<file path="src/rtl/boot_pkg.sv">
// boot_pkg: shared types and constants for the ROM boot loader.
//   boot_state_e  : loader FSM state, 3-bit encoding IDLE=0 .. ERR=7
//   ROM_ADDR_W    : instruction ROM address width (32K words)
//   ROM_DEPTH     : instruction ROM depth in words, largest legal image
//   WORD_W/BYTE_W : ROM word width and stream byte width
//   LEN_W         : width of the image length field in the stream header
package boot_pkg;

    localparam int ROM_ADDR_W = 15;
    localparam int ROM_DEPTH  = 32768;
    localparam int WORD_W     = 16;
    localparam int BYTE_W     = 8;
    localparam int LEN_W      = 16;

    typedef enum logic [2:0] {
        IDLE    = 3'd0,
        LEN_HI  = 3'd1,
        LEN_LO  = 3'd2,
        DATA_HI = 3'd3,
        DATA_LO = 3'd4,
        WRITE   = 3'd5,
        DONE    = 3'd6,
        ERR     = 3'd7
    } boot_state_e;

    // States in which the loader is waiting on the byte stream.
    function automatic logic is_rx_state(boot_state_e s);
        return s inside {LEN_HI, LEN_LO, DATA_HI, DATA_LO};
    endfunction

endpackage

</file>
<file path="src/rtl/boot_timeout_ctr.sv">
// boot_timeout_ctr: idle-cycle counter that flags a stalled byte stream.
//   clk    : system clock
//   rst_n  : synchronous active-low reset, clears the count
//   clr_i  : clear the count to zero (takes priority over en_i)
//   en_i   : count one idle cycle
//   tc_o   : terminal count, high while the count equals TIMEOUT-1
module boot_timeout_ctr #(
    parameter int TIMEOUT = 1000000
) (
    input  logic clk,
    input  logic rst_n,
    input  logic clr_i,
    input  logic en_i,
    output logic tc_o
);

    localparam int CNT_W = $clog2(TIMEOUT + 1);

    logic [CNT_W-1:0] cnt_q, cnt_d;

    // Saturate at TIMEOUT so a counter that is never cleared cannot wrap
    // back through the terminal value.
    always_comb begin
        cnt_d = cnt_q;
        if (clr_i) begin
            cnt_d = '0;
        end else if (en_i && (cnt_q != CNT_W'(TIMEOUT))) begin
            cnt_d = cnt_q + 1'b1;
        end
    end

    always_ff @(posedge clk) begin
        if (!rst_n) begin
            cnt_q <= '0;
        end else begin
            cnt_q <= cnt_d;
        end
    end

    assign tc_o = (cnt_q == CNT_W'(TIMEOUT - 1));

endmodule

</file>
<file path="src/rtl/rom_boot_loader.sv">
// rom_boot_loader: loads a program image from a byte stream into the
// instruction ROM, holding the CPU in reset until the image is complete.
// Stream format: 16-bit big-endian word count N, then N big-endian words.
//   clk, rst_n   : clock, synchronous active-low reset
//   start        : one-cycle pulse that begins a load (ignored while busy)
//   rx_data      : image byte
//   rx_valid     : rx_data is valid
//   rx_ready     : loader accepts a byte this cycle
//   cpu_pc       : CPU fetch address
//   rom_addr     : ROM address, cpu_pc when the CPU runs, else write pointer
//   rom_we       : ROM write strobe
//   rom_wdata    : ROM write data
//   cpu_hold     : high holds the CPU in reset
//   busy         : load in progress
//   done         : image fully written, CPU running
//   error        : load aborted (bad length or stream timeout)
//   dbg_state_o  : current FSM state encoding
//
// Handshake: a byte moves on every rising edge where rx_valid and rx_ready
// are both high. rx_ready is a registered decode of the state and never
// looks at rx_valid; the source may hold rx_valid high indefinitely.
module rom_boot_loader
    import boot_pkg::*;
#(
    parameter int ADDR_W  = ROM_ADDR_W,
    parameter int DEPTH   = ROM_DEPTH,
    parameter int TIMEOUT = 1000000
) (
    input  logic              clk,
    input  logic              rst_n,
    input  logic              start,
    input  logic [BYTE_W-1:0] rx_data,
    input  logic              rx_valid,
    output logic              rx_ready,
    input  logic [ADDR_W-1:0] cpu_pc,
    output logic [ADDR_W-1:0] rom_addr,
    output logic              rom_we,
    output logic [WORD_W-1:0] rom_wdata,
    output logic              cpu_hold,
    output logic              busy,
    output logic              done,
    output logic              error,
    output logic [2:0]        dbg_state_o
);

    boot_state_e       state_q, state_d;
    logic [LEN_W-1:0]  len_q;
    logic [ADDR_W-1:0] wr_ptr_q;
    logic [WORD_W-1:0] wdata_q;
    logic              rx_ready_q, rom_we_q, cpu_hold_q, busy_q, done_q, error_q;

    logic              xfer;
    logic [LEN_W-1:0]  len_rx;
    logic              len_bad;
    logic              last_word;
    logic              tmo_clr, tmo_en, tmo_tc;

    assign xfer      = rx_valid && rx_ready_q;
    // Full length as it stands once the low byte arrives in LEN_LO.
    assign len_rx    = {len_q[LEN_W-1:BYTE_W], rx_data};
    assign len_bad   = (len_rx == '0) || (32'(len_rx) > 32'(DEPTH));
    assign last_word = (LEN_W'(wr_ptr_q) == (len_q - 1'b1));

    // Counter runs only while waiting on the stream and restarts on every
    // byte and on every state change.
    assign tmo_en  = is_rx_state(state_q) && !xfer;
    assign tmo_clr = xfer || (state_d != state_q);

    boot_timeout_ctr #(
        .TIMEOUT(TIMEOUT)
    ) u_timeout (
        .clk  (clk),
        .rst_n(rst_n),
        .clr_i(tmo_clr),
        .en_i (tmo_en),
        .tc_o (tmo_tc)
    );

    always_comb begin
        state_d = state_q;
        case (state_q)
            IDLE, DONE, ERR: if (start) state_d = LEN_HI;
            LEN_HI: begin
                if (xfer)        state_d = LEN_LO;
                else if (tmo_tc) state_d = ERR;
            end
            LEN_LO: begin
                if (xfer)        state_d = len_bad ? ERR : DATA_HI;
                else if (tmo_tc) state_d = ERR;
            end
            DATA_HI: begin
                if (xfer)        state_d = DATA_LO;
                else if (tmo_tc) state_d = ERR;
            end
            DATA_LO: begin
                if (xfer)        state_d = WRITE;
                else if (tmo_tc) state_d = ERR;
            end
            WRITE:   state_d = last_word ? DONE : DATA_HI;
            default: state_d = IDLE;
        endcase
    end

    // Outputs are decoded from the next state so they are registered and
    // line up with the state they describe.
    always_ff @(posedge clk) begin
        if (!rst_n) begin
            state_q    <= IDLE;
            len_q      <= '0;
            wr_ptr_q   <= '0;
            wdata_q    <= '0;
            rx_ready_q <= 1'b0;
            rom_we_q   <= 1'b0;
            cpu_hold_q <= 1'b1;
            busy_q     <= 1'b0;
            done_q     <= 1'b0;
            error_q    <= 1'b0;
        end else begin
            state_q    <= state_d;
            rx_ready_q <= is_rx_state(state_d);
            rom_we_q   <= (state_d == WRITE);
            cpu_hold_q <= (state_d != DONE);
            busy_q     <= state_d inside {LEN_HI, LEN_LO, DATA_HI, DATA_LO, WRITE};
            done_q     <= (state_d == DONE);
            error_q    <= (state_d == ERR);

            if (xfer) begin
                case (state_q)
                    LEN_HI:  len_q[LEN_W-1:BYTE_W] <= rx_data;
                    LEN_LO: begin
                        len_q[BYTE_W-1:0] <= rx_data;
                        wr_ptr_q          <= '0;
                    end
                    DATA_HI: wdata_q[WORD_W-1:BYTE_W] <= rx_data;
                    DATA_LO: wdata_q[BYTE_W-1:0]      <= rx_data;
                    default: ;
                endcase
            end

            // Pointer stays on the last address after the final write; N<=DEPTH
            // keeps it from ever wrapping.
            if ((state_q == WRITE) && !last_word) begin
                wr_ptr_q <= wr_ptr_q + 1'b1;
            end
        end
    end

    assign rx_ready    = rx_ready_q;
    assign rom_we      = rom_we_q;
    assign rom_wdata   = wdata_q;
    assign cpu_hold    = cpu_hold_q;
    assign busy        = busy_q;
    assign done        = done_q;
    assign error       = error_q;
    assign rom_addr    = cpu_hold_q ? wr_ptr_q : cpu_pc;
    assign dbg_state_o = state_q;

endmodule

</file>
<file path="config.mk">
export PLATFORM = sky130hd
export DESIGN_NAME = rom_boot_loader
export DESIGN_NICKNAME = d
export VERILOG_FILES = /design/src/rtl/boot_pkg.sv /design/src/rtl/boot_timeout_ctr.sv /design/src/rtl/rom_boot_loader.sv
export SDC_FILE = /design/constraint.sdc
export NUM_CORES = 1
export LEC_CHECK = 0
export CORE_MARGIN = 5
export CORE_UTILIZATION = 30
export DETAILED_ROUTE_END_ITERATION = 8
export DONT_BUFFER_PORTS = 1
export GPL_TIMING_DRIVEN = 0
export PLACE_DENSITY = 0.42
export RECOVER_POWER = 100
export SYNTH_ARGS = -nofsm -noshare
export SYNTH_HDL_FRONTEND = slang
export SYNTH_SLANG_ARGS = --single-unit
</file>
<file path="constraint.sdc">
create_clock -name clk -period 8.4 [get_ports clk]
set_input_delay 2.1 -clock clk [delete_from_list [all_inputs] [get_ports clk]]
set_output_delay 2.1 -clock clk [all_outputs]
set_load 0.05 [all_outputs]
</file>
==> results of run 1 <==
[cell usage after synthesis (13+ instances only)]
library cell,number
dfxtp_1,76
nor2_1,68
nand2_1,46
mux2i_1,29
clkbuf_1,22
nand3_1,22
xnor2_1,21
a21oi_1,18
xor2_1,18
mux2_2,15
o211ai_1,14
inv_1,13
nor3_1,13
[power groups by stage]
stage	logic, W	clock network (W)	registers, W
floorplan	0.0000682	0	0.000394
global placement	0.0000881	0	0.000398
detailed placement	0.0000880	0	0.000398
CTS	0.0000887	0.000436	0.000390
global route	0.0000966	0.000456	0.000391
finish	0.0000874	0.000424	0.000390
[worst paths after layout]
kind / from / endpoint / slack (ns) / cells past startpoint
setup / recovery: cpu_pc[14] / rom_addr[14] / 3.72 / 1
hold / removal: len_q[7]$_SDFFE_PN0P_ / len_q[7]$_SDFFE_PN0P_ / 0.50 / 2
setup reg to reg: len_q[0]$_SDFFE_PN0P_ / wr_ptr_q[5]$_SDFFE_PN0P_ / 3.97 / 11
hold reg to reg: len_q[7]$_SDFFE_PN0P_ / len_q[7]$_SDFFE_PN0P_ / 0.50 / 2
[worst min-delay path: cells and delay by family (launching register included)]
| kind | cells | cell delay, ns |
|---|---|---|
| compound gates | 1 | 0.05 |
| simple gates | 1 | 0.06 |
| flops | 1 | 0.34 |
[through the flow]
stage / std cells / util
after floorplan: 514 / -
after global placement: 694 / 0.324
after detailed placement: 694 / 0.324
after CTS: 710 / 0.347
after global routing: 710 / 0.345
final: 710 / 0.345
[routing by layer]
layer	wire, um	up-vias
met4	167	0
met5	0	-
li1	-	1865
met1	6000	1715
met3	931	10
met2	5090	108
[final cells by class]
type	count	area, um^2	share of cell area
Sequential cell	76	1520	0.316
Clock buffer	11	243	0.0504
Tap cell	180	225	0.0468
Buffer	29	118	0.0244
Clock inverter	5	85.1	0.0177
Inverter	14	52.6	0.0109
Multi-Input combinational cell	395	2570	0.534
[kinds of logic (layout without fill, tap and decap cells)]
group           after synthesis  in the layout  synth area share
simple gates                234            234             0.281
mux                          44             44             0.107
compound gates               73             73             0.120
fa+ha+maj                     5              5            0.0140
buf+inv                      43             59            0.0429
flops                        76             76             0.355
xor+xnor                     39             39            0.0797
[registers in the layout, indices dropped and copies added (netlist names)]
name,count
u_timeout.cnt_q,20
len_q,16
rom_wdata,16
wr_ptr_q,15
dbg_state_o,3
busy,1
cpu_hold,1
done,1
error,1
rom_we,1
rx_ready,1
==> flow_summary.yaml, run 1 <==
status:
  status: "completed"
yosys:
  post-synth-top-area-cell: "dfxtp_1"
  synth_warnings: 0
  syn-num-nets: 545
  syn-cell-area_um2: 4290
  synth-seq-area-share: 0.355
  synthArstFlopShare: 0
  synth-edff-count: 0
  synth_area_leaders: "dfxtp_1 (35%), mux2i_1 (6.8%), nor2_1 (6.0%)"
  synth_cells: 514
  ys_types: 63
  synth_top_flop_cell: "dfxtp_1"
  syn_area_per_cell_um2: 8.34
  synth_top_area_frac: 0.355
  ys_ff_latch: 76
global_routing:
  grt_pass1_vias: 3466
  use_met2: 0.216
  grt_pass1_wl_um: 19400
  grt_antenna_before_repair: 0
  gr-total-overflow: 0
  use_met1: 0.210
  use_met3: 0.0441
  grt_max_degree: 14
  gr-max-usage-layer: "met2"
  grt_usage: 0.148
power:
  finalPower_w: 0.000901
  switching_share: 0.258
  combPwrFrac: 0.097
  p_leak_nw: 1.76
  power_frac_clock: 0.470
  power.density_nw_per_um2: 187
  internal_power_w: 0.000668
  switching_power_w: 0.000233
  seqPwrFrac: 0.433
  ir_drop_mv: 0.0861
worst_setup_path:
  criticalPathCategory: "input pin to output port"
  cp_num_buf_inv: 0
  cp-start-kind: "input pin"
  path_delay_family: "multiplexers"
  crit_slowest_cell: "mux2_1"
  required_ns: 6.30
  cp_cell_sequence: "mux2_1"
  end_kind: "output port"
  cp_max_fo: 1
  arrival_ns: 2.58
  slowest_delay_ns: 0.48
die:
  start_util: 0.308
  dieArea_um2: 16800
  io_pins: 67
  die_width_um: 130
  rows: 43
  core-area_um2: 13900
  fp.dieH_um: 130
layout:
  finalInstanceArea_um2: 4810
  areaGrowthSynthToFinish_pct: 12.2
  layout_commonest_cell: "dfxtp_1"
  drive_gt1_frac: 0.0509
  final_cell_mix: "dfxtp_1 (76), nor2_1 (68), nand2_1 (46)"
  layout.nets: 556
  fillCellCount: 1483
  num_antenna_cells: 0
timing:
  setup_tns_ns: 0
  setup_viol: 0
  relSlewSlack: 0.243
  period_minus_slack_ns: 4.68
  worstMarginPinSlew_ns: 1.13
  clock_skew_ns: 0.0120
  fmax_mhz: 214
  rsz0062_at_grt: "no"
  final_max_slew_viol_count: 0
  setup_ws_ns: 3.72
  min_period_over_period: 0.557
  final_hold_viol_count: 0
  timing.hold.ws_ns: 0.499
placement:
  post-place-ws_ns: 3.82
  hpwl_um: 9280
  io_buffers: 0
  finalWeightedCongestion: 0.792
  placedInstanceArea_um2: 4510
clocking:
  post_cts_resized: 0
  clkSlewWorstSetupHoldPaths_ns: 0.05
  clk_latency_ns: 0.34
  cts.sinks: 76
  cts_buffer_depth: 2
  htree_num_levels: 3
  cts_tree: "done"
  cts_setup_buffers: 0
  numCtsBuffers: 9
  holdBufCountCts: 0
  cts_root_buffer: "clkbuf_16"
drt:
  route.detailed.drc: 0
  wl_um: 12200
  viasPerCell: 5.21
  drtIter0Drc: 366
  vias: 3698
  firstDrtPassIters: 5
  antenna_left: 0
  wire_per_inst_um: 17.2
hold_path:
  hold_class: "flop to flop"
flow_run:
  max_cap_viol_count: 0
Power figures use the tool's default switching activity.
==> run 2, diff against run 1 <==
- clock period: 8.4 -> 4.85 ns (I/O delays scaled with it)
==> run 2 against run 1 <==
Net effect: combinational power is 73% higher; clock power increased by 73%; routed wire length shrank 0.27%.
==> flow_summary.yaml, run 2 (same netlist as run 1, synthesis figures left out) <==
die:
  io_pins: 67
  die_width_um: 130
  start_util: 0.308
  dieArea_um2: 16800
  core-area_um2: 13900
  rows: 43
  fp.dieH_um: 130
clocking:
  cts_root_buffer: "clkbuf_16"
  cts_buffer_depth: 2
  numCtsBuffers: 9
  cts_setup_buffers: 0
  clkSlewWorstSetupHoldPaths_ns: 0.05
  cts_tree: "done"
  cts.sinks: 76
  clk_latency_ns: 0.34
  htree_num_levels: 3
  holdBufCountCts: 0
  post_cts_resized: 0
timing:
  setup_ws_ns: 0.853
  setup_tns_ns: 0
  rsz0062_at_grt: "no"
  final_hold_viol_count: 0
  worstMarginPinSlew_ns: 1.07
  clock_skew_ns: 0.0121
  period_minus_slack_ns: 4.00
  final_max_slew_viol_count: 0
  min_period_over_period: 0.824
  setup_viol: 0
  fmax_mhz: 250
  relSlewSlack: 0.284
layout:
  num_antenna_cells: 0
  areaGrowthSynthToFinish_pct: 12.5
  drive_gt1_frac: 0.0528
  layout_commonest_cell: "dfxtp_1"
  instances_no_fill: 710
  regMostFlops: "u_timeout.cnt_q"
  largest_reg_flops: 20
  final_cell_mix: "dfxtp_1 (76), nor2_1 (68), nand2_1 (46)"
  layout.nets: 556
  finalInstanceArea_um2: 4820
global_routing:
  grt_pass1_vias: 3466
  grt_max_degree: 14
  grt_usage: 0.148
  grt_pass1_wl_um: 19400
  grt_antenna_before_repair: 0
  gr-total-overflow: 0
hold_path:
  hold_class: "flop to flop"
  min_from: "len_q[7]$_SDFFE_PN0P_"
placement:
  dp_cells: 694
  post-place-ws_ns: 1.36
  finalWeightedCongestion: 0.792
  placedInstanceArea_um2: 4510
  io_buffers: 0
  hpwl_um: 9280
power:
  finalPower_w: 0.00156
  ir_drop_mv: 0.149
  power.density_nw_per_um2: 323
  p_leak_nw: 1.77
worst_setup_path:
  critPathLaunch: "len_q[0]$_SDFFE_PN0P_"
  criticalPathCategory: "flop to flop"
  r2r_cells: 9
  arrival_ns: 4.20
  required_ns: 5.06
  cp_max_fo: 6
  cp-start-kind: "flop"
  end_kind: "flop"
  regToRegEndpoint: "cpu_hold$_SDFF_PN1_"
  critPathCapture: "cpu_hold$_SDFF_PN1_"
  r2r_slack_ns: 0.85
  worstReg2RegStart: "len_q[0]$_SDFFE_PN0P_"
drt:
  firstDrtPassIters: 5
  wl_um: 12200
  wire_per_inst_um: 17.1
  antenna_left: 0
  vias: 3701
  drtIter0Drc: 369
  viasPerCell: 5.21
  route.detailed.drc: 0
flow_run:
  max_cap_viol_count: 0
status:
  status: "completed"
-- run 2: changes by cell type in the layout (fill, tap and decap cells not counted) --
cell,previous run,this run
a21boi_0,2,1
a21boi_1,0,1
buf_1,1,0
buf_2,1,0
buf_4,0,1
buf_6,1,2
-- run 2: layer usage --
| metal | vias up | share of wire | wire (um) | global-route usage |
|---|---|---|---|---|
| met5 | - | 0 | 0 | 0 |
| met4 | 0 | 0.015 | 180 | 0.0507 |
| met3 | 12 | 0.074 | 905 | 0.0441 |
| met2 | 115 | 0.42 | 5050 | 0.216 |
| met1 | 1705 | 0.49 | 6010 | 0.210 |
| li1 | 1869 | - | - | - |
-- run 2: area by class of cell --
| cell class | count | area, um^2 |
|---|---|---|
| Inverter | 14 | 52.6 |
| Clock buffer | 11 | 243 |
| Sequential cell | 76 | 1520 |
| Multi-Input combinational cell | 395 | 2570 |
| Clock inverter | 5 | 85.1 |
| Fill cell | 1480 | 9110 |
| Buffer | 29 | 128 |
| Tap cell | 180 | 225 |
-- run 2: worst max-delay path, cell delays in order (launching register included) --
cell      delay, ns
dfxtp_1        0.35
inv_1          0.07
ha_1           0.25
nor4b_1        0.56
nand3b_1       0.30
xnor2_1        0.20
or4_1          0.51
nor4_1         0.79
a21boi_1       0.38
or4_1          0.47
-- run 2: stage by stage --
| step | hold WS, ns | util |
|---|---|---|
| 6_report | 0.499 | 0.346 |
| 3_3_place_gp | 0.479 | 0.324 |
| 2_1_floorplan | 0.457 | - |
| 5_1_grt | 0.528 | 0.346 |
| 3_5_place_dp | 0.490 | 0.324 |
| 4_1_cts | 0.497 | 0.347 |
-- run 2: worst min path at each step --
stage          depth (start not counted)                     to  slack, ns
4_1_cts                                2  len_q[7]$_SDFFE_PN0P_       0.50
2_1_floorplan                          2  len_q[1]$_SDFFE_PN0P_       0.46
3_3_place_gp                           2  len_q[1]$_SDFFE_PN0P_       0.48
5_1_grt                                2  len_q[7]$_SDFFE_PN0P_       0.53
6_report                               2  len_q[7]$_SDFFE_PN0P_       0.50
3_5_place_dp                           2  len_q[7]$_SDFFE_PN0P_       0.49
-- run 2: where the power goes --
| part | internal [W] | switching, W |
|---|---|---|
| Clock | 0.000466 | 0.000266 |
| Combinational | 0.0000548 | 0.0000964 |
| Sequential | 0.000636 | 0.0000396 |
| Total | 0.00116 | 0.000402 |
==> run 3, diff against run 2 <==
- clock period: 4.85 -> 3.78 ns (I/O delays scaled with it)
==> run 3 against run 2 <==
Net effect: global-route usage stayed put; count of clock-buffer cells in the layout stayed put; core utilization grew 0.12 points; clock power rose by 28%; first-iteration DRC count decreased by 4.1%; routed wire length about the same; sequential share of layout area down 0.11 points; critical path depth fell by 6; setup slack got worse by 0.60 ns; sequential power up 28%; combinational power rose by 28%; via count up 0.78%; critical path type is now flop to output port; critical endpoint is now rom_addr[10].
==> flow_summary.yaml, run 3 (same netlist as run 1, synthesis figures left out) <==
timing:
  setup_viol: 0
  setup_tns_ns: 0
  worstMarginPinSlew_ns: 1.09
  final_max_slew_viol_count: 0
  clock_skew_ns: 0.0120
  period_minus_slack_ns: 3.52
  setup_ws_ns: 0.255
  rsz0062_at_grt: "no"
  min_period_over_period: 0.932
  relSlewSlack: 0.266
  fmax_mhz: 284
  final_hold_viol_count: 0
drt:
  route.detailed.drc: 0
  wl_um: 12100
  wire_per_inst_um: 17.1
  viasPerCell: 5.25
  firstDrtPassIters: 5
  drtIter0Drc: 354
  antenna_left: 0
  vias: 3730
clocking:
  post_cts_resized: 0
  cts_root_buffer: "clkbuf_16"
  cts_buffer_depth: 2
  cts_tree: "done"
  cts_setup_buffers: 0
  cts.sinks: 76
  clk_latency_ns: 0.34
  htree_num_levels: 3
  holdBufCountCts: 0
  clkSlewWorstSetupHoldPaths_ns: 0.05
  numCtsBuffers: 9
power:
  p_leak_nw: 1.79
  finalPower_w: 0.00200
  power.density_nw_per_um2: 414
  ir_drop_mv: 0.192
placement:
  hpwl_um: 9280
  finalWeightedCongestion: 0.792
  post-place-ws_ns: 0.292
  placedInstanceArea_um2: 4510
  io_buffers: 0
status:
  status: "completed"
worst_setup_path:
  regToRegEndpoint: "wr_ptr_q[2]$_SDFFE_PN0P_"
  cp-start-kind: "flop"
  cp_max_fo: 10
  r2r_slack_ns: 0.32
  cp_num_buf_inv: 2
  r2r_cells: 11
  arrival_ns: 2.58
  end_kind: "output port"
  cp.depth: 3
  crit_top_cell: "clkbuf_1"
  crit_slowest_cell: "dfxtp_1"
  slowest_delay_ns: 0.66
  worstReg2RegStart: "len_q[0]$_SDFFE_PN0P_"
  required_ns: 2.83
  cp_cell_sequence: "clkbuf_1, clkbuf_1, mux2_1"
  path_delay_family: "buffers and inverters"
  criticalPathCategory: "flop to output port"
layout:
  regMostFlops: "u_timeout.cnt_q"
  areaGrowthSynthToFinish_pct: 12.8
  final_cell_mix: "dfxtp_1 (76), nor2_1 (68), nand2_1 (46)"
  layout_commonest_cell: "dfxtp_1"
  layout.nets: 556
  num_antenna_cells: 0
  largest_reg_flops: 20
  fillCellCount: 1478
  drive_gt1_frac: 0.0566
  finalInstanceArea_um2: 4840
die:
  rows: 43
  dieArea_um2: 16800
  fp.dieH_um: 130
  die_width_um: 130
  start_util: 0.308
  core-area_um2: 13900
  io_pins: 67
hold_path:
  holdPathEnd: "len_q[7]$_SDFFE_PN0P_"
  min_from: "len_q[7]$_SDFFE_PN0P_"
  hold_path_depth: 2
  hold_class: "flop to flop"
global_routing:
  grt_usage: 0.148
  grt_pass1_vias: 3466
  grt_max_degree: 14
  gr-total-overflow: 0
  grt_antenna_before_repair: 0
  grt_pass1_wl_um: 19400
flow_run:
  max_cap_viol_count: 0
-- run 3: worst max path at each step --
stage	from	endpoint
final	cpu_hold$_SDFF_PN1_	rom_addr[10]
after global routing	len_q[0]$_SDFFE_PN0P_	wr_ptr_q[5]$_SDFFE_PN0P_
after CTS	cpu_hold$_SDFF_PN1_	rom_addr[6]
after detailed placement	len_q[0]$_SDFFE_PN0P_	wr_ptr_q[2]$_SDFFE_PN0P_
after global placement	len_q[0]$_SDFFE_PN0P_	wr_ptr_q[5]$_SDFFE_PN0P_
after floorplan	len_q[0]$_SDFFE_PN0P_	rx_ready$_SDFF_PN0_
-- run 3: area by class of cell --
cell class / count / area, um^2 / share of cell area
Multi-Input combinational cell: 395 / 2580 / 0.534
Clock inverter: 5 / 85.1 / 0.0176
Sequential cell: 76 / 1520 / 0.314
Clock buffer: 11 / 243 / 0.0502
Inverter: 14 / 52.6 / 0.0109
Buffer: 29 / 129 / 0.0266
Tap cell: 180 / 225 / 0.0465
-- run 3: per-stage QoR --
stage,hold WS (ns),cells,utilization
5_1_grt,0.528,710,0.347
3_3_place_gp,0.479,694,0.324
3_5_place_dp,0.490,694,0.324
4_1_cts,0.497,710,0.347
6_report,0.495,710,0.347
2_1_floorplan,0.457,514,-
-- run 3: report_power, final --
| group | switching [W] | internal (W) | leakage [nW] |
|---|---|---|---|
| sequential | 0.0000510 | 0.000816 | 0.613 |
| clock | 0.000341 | 0.000599 | 0.156 |
| combinational | 0.000124 | 0.0000703 | 1.02 |
| total | 0.000516 | 0.00148 | 1.79 |
-- run 3: worst register-to-register path: stages, from the launching register on --
cell and delay, ns:
dfxtp_1 0.35, inv_1 0.07, ha_1 0.25, nor4b_1 0.56
nand3b_1 0.30, xnor2_1 0.20, or4_1 0.57, nor4_4 0.33
buf_4 0.26, buf_6 0.17, nor3_1 0.06, a211o_1 0.24
-- run 3: per-layer routing --
| metal | wire, um | global-route usage |
|---|---|---|
| met1 | 6040 | 0.210 |
| met2 | 5040 | 0.216 |
| met3 | 891 | 0.0441 |
| met4 | 167 | 0.0507 |
| met5 | 0 | 0 |
